**src/rtl/convolution_procesor_pkg.sv**
```systemverilog
// Shared types and width defaults for the convolution processor result path.
package convolution_procesor_pkg;

  typedef enum logic [1:0] {
    IDLE = 2'd0,
    ACC  = 2'd1,
    HOLD = 2'd2
  } state_t;

  localparam int unsigned DEF_DATA_WIDTH_IN = 16;
  localparam int unsigned DEF_LEN_WIDTH     = 10;
  localparam int unsigned DEF_ACC_WIDTH     = 40;
  localparam int unsigned DEF_DATA_WIDTH_O  = 32;

  // Accumulator must hold 2^len_w-1 full-scale terms; output must not be wider than it.
  function automatic bit widths_ok(input int unsigned acc_w,
                                   input int unsigned din_w,
                                   input int unsigned len_w,
                                   input int unsigned dout_w);
    return (acc_w >= din_w + len_w) && (dout_w <= acc_w);
  endfunction

endpackage

```
**src/rtl/convolution_procesor_satTrunc.sv**
```systemverilog
// Combinational saturating narrowing of a signed accumulator value.
module convolution_procesor_satTrunc #(
  parameter int unsigned ACC_WIDTH    = 40,
  parameter int unsigned DATA_WIDTH_O = 32
) (
  input  logic signed [ACC_WIDTH-1:0]    acc_in,
  output logic signed [DATA_WIDTH_O-1:0] value,
  output logic                           sat
);

  localparam int unsigned HEAD_W = ACC_WIDTH - DATA_WIDTH_O + 1;

  // Value fits when the dropped bits plus the new sign bit are all copies of the sign.
  logic [HEAD_W-1:0] head;
  assign head = acc_in[ACC_WIDTH-1:DATA_WIDTH_O-1];

  always_comb begin
    value = acc_in[DATA_WIDTH_O-1:0];
    sat   = 1'b0;
    if (!(&head) && (|head)) begin
      sat   = 1'b1;
      value = acc_in[ACC_WIDTH-1] ? {1'b1, {(DATA_WIDTH_O-1){1'b0}}}
                                  : {1'b0, {(DATA_WIDTH_O-1){1'b1}}};
    end
  end

endmodule

```
**src/rtl/convolution_procesor_accumulator.sv**
```systemverilog
// Run-length accumulator: sums N signed samples, saturates, and holds the
// result in a valid/ready output register.
module convolution_procesor_accumulator
  import convolution_procesor_pkg::*;
#(
  parameter int unsigned DATA_WIDTH_IN = DEF_DATA_WIDTH_IN,
  parameter int unsigned LEN_WIDTH     = DEF_LEN_WIDTH,
  parameter int unsigned ACC_WIDTH     = DEF_ACC_WIDTH,
  parameter int unsigned DATA_WIDTH_O  = DEF_DATA_WIDTH_O
) (
  input  logic                            clk,
  input  logic                            rst,
  input  logic                            start,
  input  logic [LEN_WIDTH-1:0]            len,
  input  logic                            in_valid,
  input  logic signed [DATA_WIDTH_IN-1:0] in_data,
  output logic                            in_ready,
  output logic                            out_valid,
  input  logic                            out_ready,
  output logic signed [DATA_WIDTH_O-1:0]  out_data,
  output logic                            out_sat,
  output logic                            busy
);

  if (!widths_ok(ACC_WIDTH, DATA_WIDTH_IN, LEN_WIDTH, DATA_WIDTH_O)) begin : g_width_check
    $error("convolution_procesor_accumulator: illegal width parameters");
  end

  state_t                         state;
  logic signed [ACC_WIDTH-1:0]    acc;
  logic signed [ACC_WIDTH-1:0]    acc_sum;
  logic [LEN_WIDTH-1:0]           cnt;
  logic signed [DATA_WIDTH_O-1:0] sat_value;
  logic                           sat_flag;
  logic                           take_start;

  assign acc_sum   = acc + ACC_WIDTH'(in_data);
  assign in_ready  = (state == ACC);
  assign out_valid = (state == HOLD);
  assign busy      = (state != IDLE);

  // start is honoured in IDLE, or in HOLD only together with the output handshake.
  assign take_start = start && ((state == IDLE) || ((state == HOLD) && out_ready));

  convolution_procesor_satTrunc #(
    .ACC_WIDTH    (ACC_WIDTH),
    .DATA_WIDTH_O (DATA_WIDTH_O)
  ) u_sat_trunc (
    .acc_in (acc_sum),
    .value  (sat_value),
    .sat    (sat_flag)
  );

  always_ff @(posedge clk or posedge rst) begin
    if (rst) begin
      state    <= IDLE;
      acc      <= '0;
      cnt      <= '0;
      out_data <= '0;
      out_sat  <= 1'b0;
    end else if (take_start) begin
      if (len != '0) begin
        acc   <= '0;
        cnt   <= len;
        state <= ACC;
      end else begin
        out_data <= '0;
        out_sat  <= 1'b0;
        state    <= HOLD;
      end
    end else begin
      case (state)
        ACC: begin
          if (in_valid) begin
            acc <= acc_sum;
            cnt <= cnt - 1'b1;
            if (cnt == LEN_WIDTH'(1)) begin
              out_data <= sat_value;
              out_sat  <= sat_flag;
              state    <= HOLD;
            end
          end
        end
        HOLD: begin
          if (out_ready) state <= IDLE;
        end
        IDLE: ;
        default: state <= IDLE;
      endcase
    end
  end

endmodule
```
**config.mk**
```make
export PLATFORM = sky130hd
export DESIGN_NAME = convolution_procesor_accumulator
export DESIGN_NICKNAME = d
export VERILOG_FILES = /design/src/rtl/convolution_procesor_pkg.sv /design/src/rtl/convolution_procesor_satTrunc.sv /design/src/rtl/convolution_procesor_accumulator.sv
export SDC_FILE = /design/constraint.sdc
export NUM_CORES = 1
export LEC_CHECK = 0
export CELL_PAD_IN_SITES_DETAIL_PLACEMENT = 1
export CELL_PAD_IN_SITES_GLOBAL_PLACEMENT = 2
export CORE_MARGIN = 1
export CORE_UTILIZATION = 38
export CTS_BUF_LIST = sky130_fd_sc_hd__clkbuf_16
export DETAILED_ROUTE_END_ITERATION = 10
export PLACE_DENSITY = 0.82
export SYNTH_ARGS = -nofsm -noshare
export SYNTH_HDL_FRONTEND = slang
export SYNTH_HIERARCHICAL = 1
export SYNTH_SLANG_ARGS = --single-unit
```
**constraint.sdc**
```tcl
create_clock -name clk -period 8.5 [get_ports clk]
set_input_delay 1.275 -clock clk [delete_from_list [all_inputs] [get_ports clk]]
set_output_delay 1.275 -clock clk [all_outputs]
set_load 0.01 [all_outputs]
```
Word level (Yosys, flattened, before mapping):

Index checks and enable logic that the tools add are counted.

* add/subtract/negate cells: 2
* multipliers: 0
* div/mod/pow operators: 0
* magnitude comparators: 0
* eq/ne operators: 9
* shifts and indexed selects: 0
* mux-type cells: 27
* bitwise gates (word level): 0
* reduce and logical (&&, ||, !) cells: 16

Operators by type and width (number)
* two-way mux 32 bit: 7
* two-way mux 40 bit: 4
* adder 40 x 16 -> 40 bit: 1
* two-way mux 10 bit: 4
* == test 10 x 1 -> 1 bit (second input constant): 1
* two-way mux 2 bit: 5
* nonzero test 10 bit: 1
* subtractor 10 x 1 -> 10 bit (second input constant): 1
* AND reduction 9 bit: 1
* OR reduction 9 bit: 1
* AND reduction 4 bit: 2
* nonzero test 2 bit: 4
* two-way mux 1 bit: 6
* != test 3 x 1 -> 1 bit (second input constant): 2
* one-hot mux 2 bit (3 select lines): 1
* != test 2 bit (second input constant): 2
* logical AND 1 bit: 3
* != test 3 x 2 -> 1 bit (second input constant): 1
* AND reduction 3 bit: 1
* == test 2 x 1 -> 1 bit (second input constant): 1
* == test 2 bit (second input constant): 1
* zero test 2 bit: 1
* != test 2 x 1 -> 1 bit (second input constant): 1
* zero test 1 bit: 1
* logical OR 1 bit: 1

* bits in registers: 85
* bits in latches: 0
* RAM bits: 0
* memory bits (read-only): 0
* memories: 0

Depth between registers and ports, before layout:

* depth in word-level cells: 9
* depth in mapped cells: 16

Hierarchy:

Netlist, hierarchy kept.

By module, submodules not included
* convolution_procesor_accumulator: times used 1, cells each 619, area an instance 5605.4 µm²
* convolution_procesor_satTrunc: times used 1, cells each 80, area an instance 643.1 µm²

Worst setup path after synthesis:

OpenSTA, ideal clock, no wires.

* path kind: input to register
* from: input port in_data[0]
* to: register out_data[22]
* setup time: 0.121 ns
* arrival time: 4.464 ns
* setup slack: 3.915 ns
* cell stages on the path: 15
* buffers on the path: 1
* path through: ha_1 fa_1 a21o_1 a221oi_2 o31ai_1 nor3_1 o31ai_2 a311oi_1 o21ai_1 xor2_1 nor4_1 nand2_1 clkbuf_1 o211a_1 a22o_1

* longest elaborated chain between the ends: 9
* elaborated cells between the ends (all ways): 11
* classes of those cells: add/sub (1); mux (6); reduce/logical (4)

Ends and longest elaborated chain
* start: declaration: line convolution_procesor_accumulator.sv:16 `input logic signed [DATA_WIDTH_IN-1:0] in_data,`
* adder 40 x 16 -> 40 bit *: line convolution_procesor_accumulator.sv:37 `assign acc_sum = acc + ACC_WIDTH'(in_data);`
* net acc_sum[34]: line convolution_procesor_accumulator.sv:31 `logic signed [ACC_WIDTH-1:0] acc_sum;`
* AND reduction 9 bit: line convolution_procesor_satTrunc.sv:20 `if (!(&head) && (|head)) begin`
* zero test 1 bit: line convolution_procesor_satTrunc.sv:20
* logical AND 1 bit *: line convolution_procesor_satTrunc.sv:20
* two-way mux 32 bit *: line convolution_procesor_satTrunc.sv:20
* net sat_value[22]: line convolution_procesor_accumulator.sv:33 `logic signed [DATA_WIDTH_O-1:0] sat_value;`
* two-way mux 32 bit *: line convolution_procesor_accumulator.sv:77 `if (cnt == LEN_WIDTH'(1)) begin`
* two-way mux 32 bit *: line convolution_procesor_accumulator.sv:74 `if (in_valid) begin`
* two-way mux 32 bit *: line convolution_procesor_accumulator.sv:72 `case (state)`
* two-way mux 32 bit *: line convolution_procesor_accumulator.sv:61 `end else if (take_start) begin`
* end signal: assignment: line convolution_procesor_accumulator.sv:78 `out_data <= sat_value;`
* end: declaration: line convolution_procesor_accumulator.sv:20 `output logic signed [DATA_WIDTH_O-1:0] out_data,`

The timed path passes the listed nets; every way through them passes the cells marked *. The select of a mux whose other input is x is not followed.
A chain may end at the register's enable or synchronous reset.

Final worst setup path:

* from: input port in_data[15]
* to: register out_data[16]

Same word-level chain as after synthesis.

==> impl_metrics.env <==
export IMPL_worst_slew_pin_slew_ns=1.115
export IMPL_ctsResizeCount=0
export IMPL_clock_latency_ns=0.34
export IMPL_drt_total_wl_mm=19.72
export IMPL_gp_congestion=0.9375
export IMPL_cts_root_buf="clkbuf_16"
export IMPL_nets=815
export IMPL_holdCritStartpoint="out_data[12]"
export IMPL_crit_fanout=32
export IMPL_final_common_cell="dfrtp_1"
export IMPL_hold_viol=0
export IMPL_h_tree_depth=3
export IMPL_rsz0062_at_grt="false"
export IMPL_diodes=0
export IMPL_ys_ff_latch=85
export IMPL_criticalPathCategory="in2reg"
export IMPL_switching_power_mw=1.443
export IMPL_synth_edff_count=0
export IMPL_wl_per_cell_um=20.48
export IMPL_first_iter_violations=282
export IMPL_grt_pass1_vias=5871
export IMPL_min_to="out_data[12]"
export IMPL_tritoncts="done"
export IMPL_setup_violations_final=0
export IMPL_cts_clk_slew_worst_paths_ns=0.07
export IMPL_regToRegSetupSlack_ns=3.80
export IMPL_top_layer_used="met4"
export IMPL_reg2reg_depth=14
export IMPL_die_w_um=130.2
export IMPL_grt_usage_pct=24.76
export IMPL_min_path_cells=1
export IMPL_final_cell_area_um2=7350
export IMPL_final_cell_mix="85 x dfrtp_1, 78 x nand2_1, 66 x clkdlybuf4s50_1, 51 x a22o_1, 51 x a21oi_1"
export IMPL_dieArea_um2=16960
export IMPL_holdBufCountCts=0
export IMPL_async_flop_share_pct=100.0
export IMPL_peakVddDrop_mv=0.2173
export IMPL_syn_instance_count=699
export IMPL_met3_length_um=899
export IMPL_start_util_pct=39.19
export IMPL_finalSetupTns_ns=0
export IMPL_end_kind="flop"
export IMPL_p_leak_nw=3.386
export IMPL_yosysSeqAreaShare_pct=34.04
export IMPL_syn_to_final_growth_pct=17.62
export IMPL_die_y_um=130.2
export IMPL_yosys_warnings=6
export IMPL_reg2reg_to="out_data[16]"
export IMPL_placementRows=46
export IMPL_hold_path_class="reg2reg"
export IMPL_wl_met1_mm=9.763
export IMPL_period_minus_slack_ns=6.415
export IMPL_worstReg2RegStart="acc[4]"
export IMPL_synth_nets=772
export IMPL_finalCritPeriodShare_pct=75.47
export IMPL_drv_slew=0
export IMPL_maxSlewHeadroom_pct=25.46
export IMPL_syn_avg_cell_area_um2=8.939
export IMPL_dp_cells=947
export IMPL_seqPwrFrac_pct=20.9
export IMPL_io_pins=67
export IMPL_cts_buffers=9
export IMPL_worstPathRequired_ns=8.72
export IMPL_drv_cap=0
export IMPL_internal_power_mw=1.582
export IMPL_met2WireLength_mm=8.864
export IMPL_vias=5663
export IMPL_dp_hpwl_mm=13.86
export IMPL_grt_antenna_before_repair=0
export IMPL_vias_per_cell=5.881
export IMPL_skew_ns=0.009202
export IMPL_clock_path_buffers=2
export IMPL_postRouteAntennaNets=0
export IMPL_post_cts_setup_buffers=0
export IMPL_io_buffers=66
export IMPL_start_kind="primary input"
export IMPL_power_density_nw_per_um2=411.6
export IMPL_grt_overflow=0
export IMPL_clockPowerShare_pct=13.1
export IMPL_drive_gt1_share_pct=5.890
export IMPL_clkSinkCount=85
export IMPL_synth_cell_types=66
export IMPL_drcViolationCount=0
export IMPL_grt_max_degree=74
export IMPL_status="complete, no violations"
export IMPL_cp_arrival_ns=6.64
export IMPL_sw_frac_of_total_pct=47.70
export IMPL_comb_power_share_pct=66.0
export IMPL_grt_first_pass_wirelength_mm=32.21
export IMPL_dpl_cell_area_um2=7066
export IMPL_synth_area_um2=6248
export IMPL_ys_flop_type="dfrtp_1"
export IMPL_fin_cells=963
export IMPL_first_pass_iters=5
export IMPL_clock_fmax_mhz=155.9
export IMPL_coreArea_um2=15940
export IMPL_holdWs_ns=0.5083
registers in the layout, summed over array words and instances (netlist names):
name / count
state: 2
cnt: 10
acc: 40
out_data: 32
out_sat: 1
per-stage QoR:
stage	worst slack, ns	total power [mW]	util [%]
6_report	2.085	3.025	46.10
5_1_grt	1.791	3.281	46.10
3_3_place_gp	1.823	2.544	44.32
3_5_place_dp	1.745	2.611	44.32
2_1_floorplan	3.915	2.120	-
4_1_cts	2.077	3.027	46.10
logic make-up after synthesis:
kind of cell	synth area share (%)
adders and majority gates	8.530
DFF	34.04
buffers and inverters	4.105
muxes	0.3204
and+or+nand+nor	17.12
AOI/OAI and AO/OA	30.84
xor gates and xnor gates	5.046
power groups by stage:
stage | sequential, mW | combinational, mW | clock [mW]
floorplan | 0.613 | 1.51 | 0
global placement | 0.634 | 1.91 | 0
detailed placement | 0.640 | 1.97 | 0
CTS | 0.633 | 1.99 | 0.408
global route | 0.650 | 2.21 | 0.423
finish | 0.632 | 2.00 | 0.397
area by class of cell:
class                      count  area [µm²]
clock buffer                   9       225.2
clock inverter                 7       58.81
fill                        1875        8593
inverter                      13       50.05
multi-input combinational    557        3882
sequential                    85        2127
tap                          216       270.3
timing repair buffer          76       735.7
how the worst max path moves through the flow:
stage / from / endpoint / slack (ns) / cells past startpoint
6_report: in_data[15] / out_data[16] / 2.09 / 15
5_1_grt: in_data[15] / out_data[9] / 1.79 / 15
4_1_cts: in_data[15] / out_data[23] / 2.08 / 15
3_5_place_dp: in_data[15] / out_data[9] / 1.74 / 15
3_3_place_gp: in_data[15] / out_sat / 1.82 / 15
2_1_floorplan: in_data[0] / out_data[22] / 3.92 / 15
worst max-delay path: stages:
cell and delay (ns):
clkdlybuf4s50_1 1.00, ha_1 0.69, a21o_1 0.23, a31o_2 0.21, a221oi_1 0.36, a41oi_1 0.33
a31o_2 0.34, a2111oi_2 0.49, mux2i_1 0.28, nand2_1 0.11, nor4_1 0.47, nand2_1 0.10
buf_4 0.26, o211a_1 0.26, a22o_1 0.21
cell usage after synthesis (3+ instances only):
cell type	number	area share, %
inv_1	13	0.78
and2_1	4	0.40
and3_1	3	0.30
a21o_1	27	3.2
a31oi_1	3	0.30
a311oi_1	3	0.42
o21a_1	3	0.36
a22oi_1	3	0.36
clkbuf_1	31	1.9
xor2_1	14	2.0
nor2b_1	6	0.60
xnor2_1	22	3.1
a21oi_1	51	4.1
nand3_1	9	0.72
o21bai_1	7	0.84
o21ai_0	45	3.6
ha_1	41	8.2
nand4_1	14	1.4
buf_2	8	0.64
nor2_1	35	2.1
nand2b_1	36	3.6
buf_6	3	0.54
nor4_1	4	0.40
a31o_2	3	0.42
o211a_1	32	5.1
nor3_1	12	0.96
nand2_1	78	4.7
dfrtp_1	85	34
a41oi_1	4	0.56
a22o_1	51	7.1
or2_2	3	0.30
per-layer routing:
metal	GRT usage [%]	vias to the layer above
li1	-	2674
met1	36.21	2849
met2	38.61	129
met3	3.608	11
met4	4.993	0
met5	0	-
(Power assumes the default switching activity.)
